===== src/rtl/inv_key_sched_pkg.sv =====
// Shared AES-128 constants, types and GF(2^8) helpers for the inverse key schedule.
package inv_key_sched_pkg;

  localparam int unsigned KEY_W      = 128;
  localparam int unsigned WORD_W     = 32;
  localparam int unsigned BYTE_W     = 8;
  localparam int unsigned NIB_W      = BYTE_W / 2;
  localparam int unsigned WORDS      = WORD_W / BYTE_W;
  localparam int unsigned ROUND_W    = 4;
  localparam int unsigned NUM_ROUNDS = 10;

  // Rcon bytes for rounds 1..10, stored at index round-1.
  localparam logic [BYTE_W-1:0] RCON_TBL [NUM_ROUNDS] = '{
    8'h01, 8'h02, 8'h04, 8'h08, 8'h10, 8'h20, 8'h40, 8'h80, 8'h1b, 8'h36
  };

  typedef enum logic {
    IDLE = 1'b0,
    EMIT = 1'b1
  } state_e;

  // Round key viewed as four 32-bit words; w0 holds key bytes 0..3.
  typedef struct packed {
    logic [WORD_W-1:0] w0;
    logic [WORD_W-1:0] w1;
    logic [WORD_W-1:0] w2;
    logic [WORD_W-1:0] w3;
  } key_words_t;

  // Rcon word for round r; zero outside 1..10.
  function automatic logic [WORD_W-1:0] rcon_word(input logic [ROUND_W-1:0] r);
    logic [WORD_W-1:0] rc;
    rc = '0;
    if ((r != '0) && (r <= ROUND_W'(NUM_ROUNDS))) begin
      rc = {RCON_TBL[r - ROUND_W'(1)], {(WORD_W - BYTE_W){1'b0}}};
    end
    return rc;
  endfunction

  // Multiply in GF(2^8) modulo x^8+x^4+x^3+x+1.
  function automatic logic [BYTE_W-1:0] gf_mul(input logic [BYTE_W-1:0] a,
                                               input logic [BYTE_W-1:0] b);
    logic [BYTE_W-1:0] acc;
    logic [BYTE_W-1:0] sh;
    acc = '0;
    sh  = a;
    for (int i = 0; i < 8; i++) begin
      if (b[i]) acc = acc ^ sh;
      sh = sh[7] ? ({sh[6:0], 1'b0} ^ 8'h1b) : {sh[6:0], 1'b0};
    end
    return acc;
  endfunction

  // AES S-box: multiplicative inverse (x^254, so 0 maps to 0) then affine map.
  function automatic logic [BYTE_W-1:0] sbox_byte(input logic [BYTE_W-1:0] x);
    logic [BYTE_W-1:0] t;
    logic [BYTE_W-1:0] p;
    t = x;
    p = 8'h01;
    for (int i = 1; i < 8; i++) begin
      t = gf_mul(t, t);
      p = gf_mul(p, t);
    end
    return p ^ {p[6:0], p[7]} ^ {p[5:0], p[7:6]} ^ {p[4:0], p[7:5]} ^
           {p[3:0], p[7:4]} ^ 8'h63;
  endfunction

endpackage


===== src/rtl/inv_key_sched_sbox.sv =====
// AES forward S-box, purely combinational.
//   hi_nib : upper nibble of the input byte
//   lo_nib : lower nibble of the input byte
//   sub_c  : substituted byte
module inv_key_sched_sbox
  import inv_key_sched_pkg::*;
(
  input  logic [NIB_W-1:0]  hi_nib,
  input  logic [NIB_W-1:0]  lo_nib,
  output logic [BYTE_W-1:0] sub_c
);

  assign sub_c = sbox_byte({hi_nib, lo_nib});

endmodule


===== src/rtl/inv_key_sched.sv =====
// AES-128 inverse key schedule: walks from the round-10 key back to round 0,
// presenting one round key per valid/ready handshake.
//   clk, rst_n : clock, async active-low reset
//   start      : begin a schedule (sampled only when idle)
//   last_key   : round-10 key, byte 0 at [0:7]
//   key_out    : current round key, same byte order as last_key
//   round_num  : round index of key_out (10 down to 0)
//   key_valid  : key_out/round_num valid
//   key_ready  : consumer accepts key_out when key_valid is also high
//   busy       : schedule in progress
//   done       : one-cycle pulse after the round-0 key is accepted
module inv_key_sched
  import inv_key_sched_pkg::*;
(
  input  logic               clk,
  input  logic               rst_n,
  input  logic               start,
  input  logic [0:KEY_W-1]   last_key,
  output logic [0:KEY_W-1]   key_out,
  output logic [ROUND_W-1:0] round_num,
  output logic               key_valid,
  input  logic               key_ready,
  output logic               busy,
  output logic               done
);

  state_e             state_q, state_d;
  logic [0:KEY_W-1]   key_q, key_d;
  logic [ROUND_W-1:0] round_q, round_d;
  logic               valid_q, valid_d;
  logic               busy_q, busy_d;
  logic               done_q, done_d;

  key_words_t         cur_w;
  key_words_t         prev_w;
  logic [WORD_W-1:0]  w3_prev;
  logic [WORD_W-1:0]  rot_w;
  logic [WORD_W-1:0]  sub_w;
  logic [0:KEY_W-1]   prev_key_c;

  assign cur_w = key_q;

  // Undo the forward XOR chain; w3 of the previous round feeds SubWord.
  assign w3_prev = cur_w.w3 ^ cur_w.w2;
  assign rot_w   = {w3_prev[WORD_W-BYTE_W-1:0], w3_prev[WORD_W-1 -: BYTE_W]};

  for (genvar g = 0; g < WORDS; g++) begin : g_sbox
    inv_key_sched_sbox u_sbox (
      .hi_nib (rot_w[WORD_W-1-g*BYTE_W -: NIB_W]),
      .lo_nib (rot_w[WORD_W-1-g*BYTE_W-NIB_W -: NIB_W]),
      .sub_c  (sub_w[WORD_W-1-g*BYTE_W -: BYTE_W])
    );
  end

  // Previous-round key; Rcon is indexed by the current (later) round.
  always_comb begin
    prev_w    = cur_w;
    prev_w.w3 = w3_prev;
    prev_w.w2 = cur_w.w2 ^ cur_w.w1;
    prev_w.w1 = cur_w.w1 ^ cur_w.w0;
    prev_w.w0 = cur_w.w0 ^ sub_w ^ rcon_word(round_q);
  end

  assign prev_key_c = prev_w;

  // Next-state and next-output logic.
  always_comb begin
    state_d = state_q;
    key_d   = key_q;
    round_d = round_q;
    done_d  = 1'b0;

    unique case (state_q)
      IDLE: begin
        if (start) begin
          key_d   = last_key;
          round_d = ROUND_W'(NUM_ROUNDS);
          state_d = EMIT;
        end
      end
      EMIT: begin
        if (key_ready) begin
          if (round_q == '0) begin
            state_d = IDLE;
            done_d  = 1'b1;
          end else begin
            key_d   = prev_key_c;
            round_d = round_q - ROUND_W'(1);
          end
        end
      end
      default: state_d = IDLE;
    endcase

    valid_d = (state_d == EMIT);
    busy_d  = (state_d != IDLE);
  end

  // State and output registers.
  always_ff @(posedge clk or negedge rst_n) begin
    if (!rst_n) begin
      state_q <= IDLE;
      key_q   <= '0;
      round_q <= '0;
      valid_q <= 1'b0;
      busy_q  <= 1'b0;
      done_q  <= 1'b0;
    end else begin
      state_q <= state_d;
      key_q   <= key_d;
      round_q <= round_d;
      valid_q <= valid_d;
      busy_q  <= busy_d;
      done_q  <= done_d;
    end
  end

  assign key_out   = key_q;
  assign round_num = round_q;
  assign key_valid = valid_q;
  assign busy      = busy_q;
  assign done      = done_q;

endmodule


===== config.mk =====
export PLATFORM = sky130hd
export DESIGN_NAME = inv_key_sched
export DESIGN_NICKNAME = d
export VERILOG_FILES = /design/src/rtl/inv_key_sched_pkg.sv /design/src/rtl/inv_key_sched_sbox.sv /design/src/rtl/inv_key_sched.sv
export SDC_FILE = /design/constraint.sdc
export NUM_CORES = 2
export LEC_CHECK = 0
export BUFFER_PORTS_ARGS = -buffer_cell sky130_fd_sc_hd__buf_2
export CAP_MARGIN = 20
export CORE_MARGIN = 4
export CORE_UTILIZATION = 40
export CTS_CLUSTER_DIAMETER = 150
export CTS_CLUSTER_SIZE = 25
export DETAILED_ROUTE_END_ITERATION = 12
export GPL_TIMING_DRIVEN = 1
export PLACE_DENSITY_LB_ADDON = 0.1
export SYNTH_ARGS = -nofsm -noshare
export SYNTH_HDL_FRONTEND = slang
export SYNTH_SLANG_ARGS = --single-unit

===== constraint.sdc =====
create_clock -name clk -period 23.8 [get_ports clk]
set_clock_uncertainty 0.1 [all_clocks]
set_input_delay 3.57 -clock clk [delete_from_list [all_inputs] [get_ports clk]]
set_output_delay 3.57 -clock clk [all_outputs]
set_load 0.01 [all_outputs]

== After elaboration in Yosys (flattened, before gate mapping) ==
Memories as Yosys holds them, arrays and structs flattened.
Cells that the tools add are included.
Cells by class
  add/sub/neg operators: 1
  $lt $le $gt $ge: 2
  eq/ne operators: 3
  muxes and demuxes: 830
  bitwise operators: 783
  reduce and logical (&&, ||, !) cells: 4
Operators with widths (number)
  two-way mux 8 bit: 422
  bitwise XOR 8 bit: 380
  two-way mux 5 bit: 368
  inverter 4 bit: 368
  two-way mux 128 bit: 3
  one-hot mux 128 bit (2 select lines): 1
  bitwise XOR 32 bit: 5
  two-way mux 32 bit: 1
  two-way mux 4 bit: 7
  two-way mux 7 bit: 4
  inverter 1 bit, first input constant: 28
  two-way mux 6 bit: 4
  two-way mux 3 bit: 4
  two-way mux 1 bit: 10
  two-way mux 2 bit: 4
  one-hot mux 4 bit (2 select lines): 1
  inequality test 2 bit, second input constant: 3
  >= comparator 5 bit, second input constant: 1
  inverter 4 -> 5 bit: 1
  <= comparator 4 bit, second input constant: 1
  logical NOT 4 bit: 1
  nonzero test 4 bit: 1
  subtractor 4 x 1 -> 4 bit, second input constant: 1
  AND reduction 3 bit: 1
  3 further kinds: 3
Word-level totals
  register bits after elaboration: 134
  ROM bits: 128
  bits of input ports: 132
  output and inout bits: 135
  word-level logic and storage cells: 1628
  memories: 1
Memory list
  (name not given): depth 16, bits a word 8, read ports 1, clocked after Yosys merged registers in 0, write ports 0, line inv_key_sched_pkg.sv:35  | rc = {RCON_TBL[r - ROUND_W'(1)], {(WORD_W - BYTE_W){1'b0}}};

== Longest topological paths before layout ==
  depth in word-level cells: 138
  gate-level depth with buffers: 68
  gate-level depth less buffers: 58

== Hierarchy ==
A second synthesis with hierarchy kept.
Unflattened totals
  cells, all modules: 8654
  area, all modules: 68378.1 sq um
By module, submodules not included
  inv_key_sched_sbox: times used 4, cells an instance 1942, area each 15220.8 sq um, seq. area each 0.0 sq um
  inv_key_sched: times used 1, cells an instance 886, area each 7494.7 sq um, seq. area each 3353.2 sq um

== Worst setup path after synthesis ==
Ideal clock, no wire load.
  path type: reg2reg
  start point: register key_q, in the netlist key_out[104]
  end point: register key_q, in the netlist key_out[3]
  library setup time: 0.118 ns
  data arrival time: 15.210 ns
  data required time: 23.582 ns
  slack: 8.372 ns
  cell stages (with the launch flop): 65
  buffers on the path: 11
  period minus slack after synthesis: 15.428 ns
  cell sequence: dfrtp_1 -> xnor2_2 -> inv_2 -> ha_1 -> nand2_1 -> xor2_2 -> inv_2 -> clkbuf_1 -> ha_1 -> buf_1 -> and2_1 -> xnor2_1 -> xnor2_1 -> clkbuf_1 -> inv_2 -> clkbuf_1 -> clkbuf_1 -> ha_1 -> [29 not listed] -> a222oi_1 -> xnor2_1 -> o21ai_1 -> o32ai_1 -> mux2i_2 -> a211oi_4 -> buf_6 -> mux2i_1 -> a211oi_1 -> mux2_2 -> mux4_2 -> xor2_2 -> nand2_1 -> xnor2_1 -> xnor3_1 -> xnor3_1 -> a21oi_1 -> a21o_1
Between the ends
  cells in the longest elaborated chain, start to end: 133
  elaborated cells between the ends (all ways): 394
  classes of those cells: mux: 206; bitwise: 188
RTL lines
  start, declared: line inv_key_sched.sv:28  | logic [0:KEY_W-1] key_q, key_d;
  start signal, assigned: line inv_key_sched.sv:110  | key_q <= key_d;
  bitwise XOR 32 bit (*): line inv_key_sched.sv:44  | assign w3_prev = cur_w.w3 ^ cur_w.w2;
  two-way mux 5 bit or two-way mux 8 bit (tied branches): line inv_key_sched_pkg.sv:49, inv_key_sched_pkg.sv:48
  bitwise XOR 8 bit: line inv_key_sched_pkg.sv:48  | if (b[i]) acc = acc ^ sh;
  two-way mux 8 bit: line inv_key_sched_pkg.sv:48
  bitwise XOR 8 bit: line inv_key_sched_pkg.sv:48
  two-way mux 8 bit: line inv_key_sched_pkg.sv:48
  bitwise XOR 8 bit: line inv_key_sched_pkg.sv:48
  two-way mux 8 bit: line inv_key_sched_pkg.sv:48
  [114 not listed]
  bitwise XOR 8 bit: line inv_key_sched_pkg.sv:48
  two-way mux 8 bit (*): line inv_key_sched_pkg.sv:48
  bitwise XOR 8 bit (3 in a row): line inv_key_sched_pkg.sv:64  | return p ^ {p[6:0], p[7]} ^ {p[5:0], p[7:6]} ^ {p[4:0], p[7:5]} ^
  bitwise XOR 8 bit (*): line inv_key_sched_pkg.sv:64
  bitwise XOR 32 bit (*) (2 in a row): line inv_key_sched.sv:61  | prev_w.w0 = cur_w.w0 ^ sub_w ^ rcon_word(round_q);
  two-way mux 128 bit (*): line inv_key_sched.sv:83  | if (round_q == '0) begin
  two-way mux 128 bit (*): line inv_key_sched.sv:82  | if (key_ready) begin
  one-hot mux 128 bit (2 select lines) (*): line inv_key_sched.sv:73  | unique case (state_q)
Every way passes the cells marked *; elsewhere a longest branch is shown, timed or not. The select of a mux whose other input is x is not followed.
A chain may end at the register's enable or synchronous reset.

== Worst setup path in the final report ==
  start point: register key_q, in the netlist key_out[72]
  end point: register key_q, in the netlist key_out[4]
Between the ends
  cells in the longest elaborated chain, start to end: 132
  elaborated cells between the ends (all ways): 394
  classes of those cells: mux: 206; bitwise: 188
RTL lines (line)
  bitwise XOR 32 bit (*): inv_key_sched.sv:44
  two-way mux 5 bit or two-way mux 8 bit (tied branches): inv_key_sched_pkg.sv:49, inv_key_sched_pkg.sv:48
  bitwise XOR 8 bit: inv_key_sched_pkg.sv:48
  two-way mux 8 bit: inv_key_sched_pkg.sv:48
  bitwise XOR 8 bit: inv_key_sched_pkg.sv:48
  two-way mux 8 bit: inv_key_sched_pkg.sv:48
  bitwise XOR 8 bit: inv_key_sched_pkg.sv:48
  two-way mux 8 bit: inv_key_sched_pkg.sv:48
  [113 not listed]
  bitwise XOR 8 bit: inv_key_sched_pkg.sv:48
  two-way mux 8 bit (*): inv_key_sched_pkg.sv:48
  bitwise XOR 8 bit (3 in a row): inv_key_sched_pkg.sv:64
  bitwise XOR 8 bit (*): inv_key_sched_pkg.sv:64
  bitwise XOR 32 bit (*) (2 in a row): inv_key_sched.sv:61
  two-way mux 128 bit (*): inv_key_sched.sv:83
  two-way mux 128 bit (*): inv_key_sched.sv:82
  one-hot mux 128 bit (2 select lines) (*): inv_key_sched.sv:73
Marked as above.

==> flow_summary.yaml <==
critical_path:
  reg2reg_from: "key_out[72]$_DFFE_PN0P_"
  critPathMaxFanout: 24
  reg2reg_depth: 50
  critPathCapture: "key_out[4]$_DFFE_PN0P_"
  cpMostUsedCell: "xnor2_1"
  required_ns: 24.10
  critPathLaunch: "key_out[72]$_DFFE_PN0P_"
  start_kind: "flop"
  endpoint_kind: "flop"
  r2r-end: "key_out[4]$_DFFE_PN0P_"
  rrSetupSlack_ns: 5.24
  critPathKind: "flop to flop"
  max_stage_delay_ns: 0.86
  arrival_ns: 18.86
  crit_path_top_delay_cell: "xnor2_1"
synth:
  synth.avg_cell_area_um2: 7.570
  syn_area_um2: 61450
  ys_seq_elements: 134
  muxShareOfSynthArea_pct: 3.954
  synth_fp_nets: 8274
  synthXorXnorAreaFrac_pct: 48.11
  synth_edf_count: 0
  yosys_warnings: 0
  synth_fa_ha_area_share_pct: 0.5701
  yosysMostFrequentCell: "xnor2_1"
  netlist.area_leader.share_pct: 23.69
  ys_async_sr_fraction_pct: 100.0
  synth.area.top_cells: "xnor2_1, xnor3_1, nor2_1"
  synth_flop_cell: "dfrtp_1"
  synth-simple-area-share_pct: 19.73
  synth_top_family_by_area: "XOR/XNOR gates"
  synth_largest_area_cell: "xnor2_1"
  ys_types: 126
  synth-compound-area-share_pct: 18.30
  synth_seq_area_share_pct: 5.457
  synthTopCellsByCount: "xnor2_1, nor2_1, nand2_1"
  syn_inst: 8118
global_route:
  grt_pass1_wl_mm: 337.7
  antenna_found_initial: 24
  grt_pass1_vias: 54920
  grt_start_max_net_pins: 72
  grt.total_usage_pct: 26.38
  overflow: 0
timing:
  hold_violations: 0
  rsz0062_at_grt: "false"
  final_max_slew_viol_count: 0
  period_needed_ns: 18.56
  setup_viol: 0
  fin_tns_setup_ns: 0
  tightest_slew_ns: 1.104
  post-route-period-util_pct: 78.00
  fmax_ghz: 0.05387
  slew_headroom_pct: 25.90
clock_tree:
  cts_resized: 0
  clk_latency_ns: 0.52
  htree_num_levels: 4
  numCtsBuffers: 17
  cts_sinks: 134
  cts_hold_buf: 0
  clockBufferDepth: 2
  clk_pin_slew_worst_paths_ns: 0.07
  cts_tree: "done"
  cts_root_buf: "clkbuf_16"
  cts_setup_buffers: 0
cells_and_area:
  drive_above_1_share_pct: 12.48
  utilization_pct: 43.66
  nets: 8355
  num-fill-cells: 15510
  register_area_um2: 3357
  multiInputGateArea_um2: 56150
  area_growth_pct: 8.189
die:
  num_rows: 143
  die_h_um: 400.0
  die_x_um: 400.0
  core_area_um2: 152300
  die_area_um2: 160000
  io_pins: 267
  initial_utilization_pct: 40.36
placed_design:
  hpwl_mm: 162.6
  place.gp.congestion: 0.9063
  numPortBuffers: 266
outcome:
  outcome: "finished clean"
hold_path:
  hp-class: "flop to flop"
detailed_routing:
  ant_nets: 0
  vias_per_cell: 5.715
  avgRoutedWirePerCell_um: 21.29
  drtIter0Drc: 5260
  dr_total_vias: 58600
  remaining_drc_errors: 0
  dr.pass1.iters: 6
  routed_wl_mm: 218.3
flow_run:
  cap_violations: 0
[per-stage QoR]
stage / setup WS [ns] / area, µm² / std cells / hold slack (ns)
final: 5.237 / 66480 / 10250 / 0.4325
after global routing: 3.665 / 66470 / 10250 / 0.4858
after CTS: 5.184 / 66400 / 10240 / 0.4371
after detailed placement: 5.256 / 65800 / 10200 / 0.4207
after global placement: 4.998 / 65720 / 10190 / 0.4057
after floorplan: 8.372 / 61450 / 8118 / 0.4430
[worst min path at each step]
stage	from	to	slack [ns]	cells past startpoint
floorplan	key_out[10]$_DFFE_PN0P_	key_out[10]$_DFFE_PN0P_	0.44	1
global placement	key_out[101]$_DFFE_PN0P_	key_out[101]$_DFFE_PN0P_	0.41	2
detailed placement	key_out[116]$_DFFE_PN0P_	key_out[116]$_DFFE_PN0P_	0.42	2
CTS	key_out[116]$_DFFE_PN0P_	key_out[116]$_DFFE_PN0P_	0.44	2
global route	key_out[103]$_DFFE_PN0P_	key_out[103]$_DFFE_PN0P_	0.49	2
finish	key_out[116]$_DFFE_PN0P_	key_out[116]$_DFFE_PN0P_	0.43	2
[critical path, delay by kind of cell (launching register included)]
| kind | cells | cell delay, ns |
|---|---|---|
| fa+ha+maj | 2 | 1.02 |
| buf+inv | 2 | 0.47 |
| xor+xnor | 20 | 7.39 |
| mux | 5 | 1.21 |
| compound gates | 10 | 3.94 |
| simple gates | 11 | 3.83 |
| flops | 1 | 0.48 |
[state kept, by name, indices dropped and copies added (netlist names)]
name and flops:
round_num 4, done 1, key_out 128, busy 1
[per-layer routing]
| metal | vias to the layer above | wire [µm] | global-route usage (%) | share of wire [%] |
|---|---|---|---|---|
| met5 | - | 78 | 0 | 0.036 |
| met4 | 10 | 4403 | 5.732 | 2.0 |
| met3 | 207 | 15400 | 3.439 | 7.1 |
| met2 | 2053 | 95810 | 40.84 | 44 |
| met1 | 28240 | 102600 | 38.91 | 47 |
| li1 | 28090 | - | - | - |
[cells by family (layout without fill, tap and decap cells)]
kind of cell | count (synthesis) | count (layout)
flops | 134 | 134
fa+ha+maj | 29 | 29
compound gates | 1718 | 1718
buf+inv | 577 | 671
other cells | 0 | 11
mux | 232 | 232
xor+xnor | 2617 | 2617
simple gates | 2811 | 2811
[final cells by class]
class / count / share of cell area (%)
sequential: 134 / 5.049
multi-input combinational: 7407 / 84.45
tap: 2030 / 3.820
clock inverter: 12 / 0.2183
inverter: 89 / 0.5025
antenna: 11 / 0.04140
clock buffer: 20 / 0.6869
timing repair buffer: 550 / 5.228
[cell usage in the layout (no fill, tap or decap), drive strengths merged, types with 17 or more instances in the layout]
cell	netlist	final
dfrtp	134	134
buf	141	549
xor3	31	31
ha	24	24
nand2b	54	54
o32ai	28	28
o31ai	24	24
mux2	44	44
a22oi	50	50
a21oi	445	445
nor4	19	19
and2	62	62
and3	42	42
nand4	24	24
a31oi	65	65
nand3	190	190
a32oi	17	17
o21ai	437	437
inv	77	80
clkbuf	347	21
o21a	17	17
a311oi	19	19
or3	44	44
a21o	86	86
a221oi	23	23
xnor3	297	297
mux2i	186	186
a221o	62	62
nor2b	46	46
a211o	27	27
xnor2	1825	1825
nor2	1180	1180
nand2	893	893
xor2	464	464
a211oi	58	58
o22ai	112	112
o221ai	25	25
nor3	186	186
o211ai	68	68
Power is left out: the tool's default activity adds up to more than one toggle a clock period on the data nets, which glitch-free logic cannot reach.
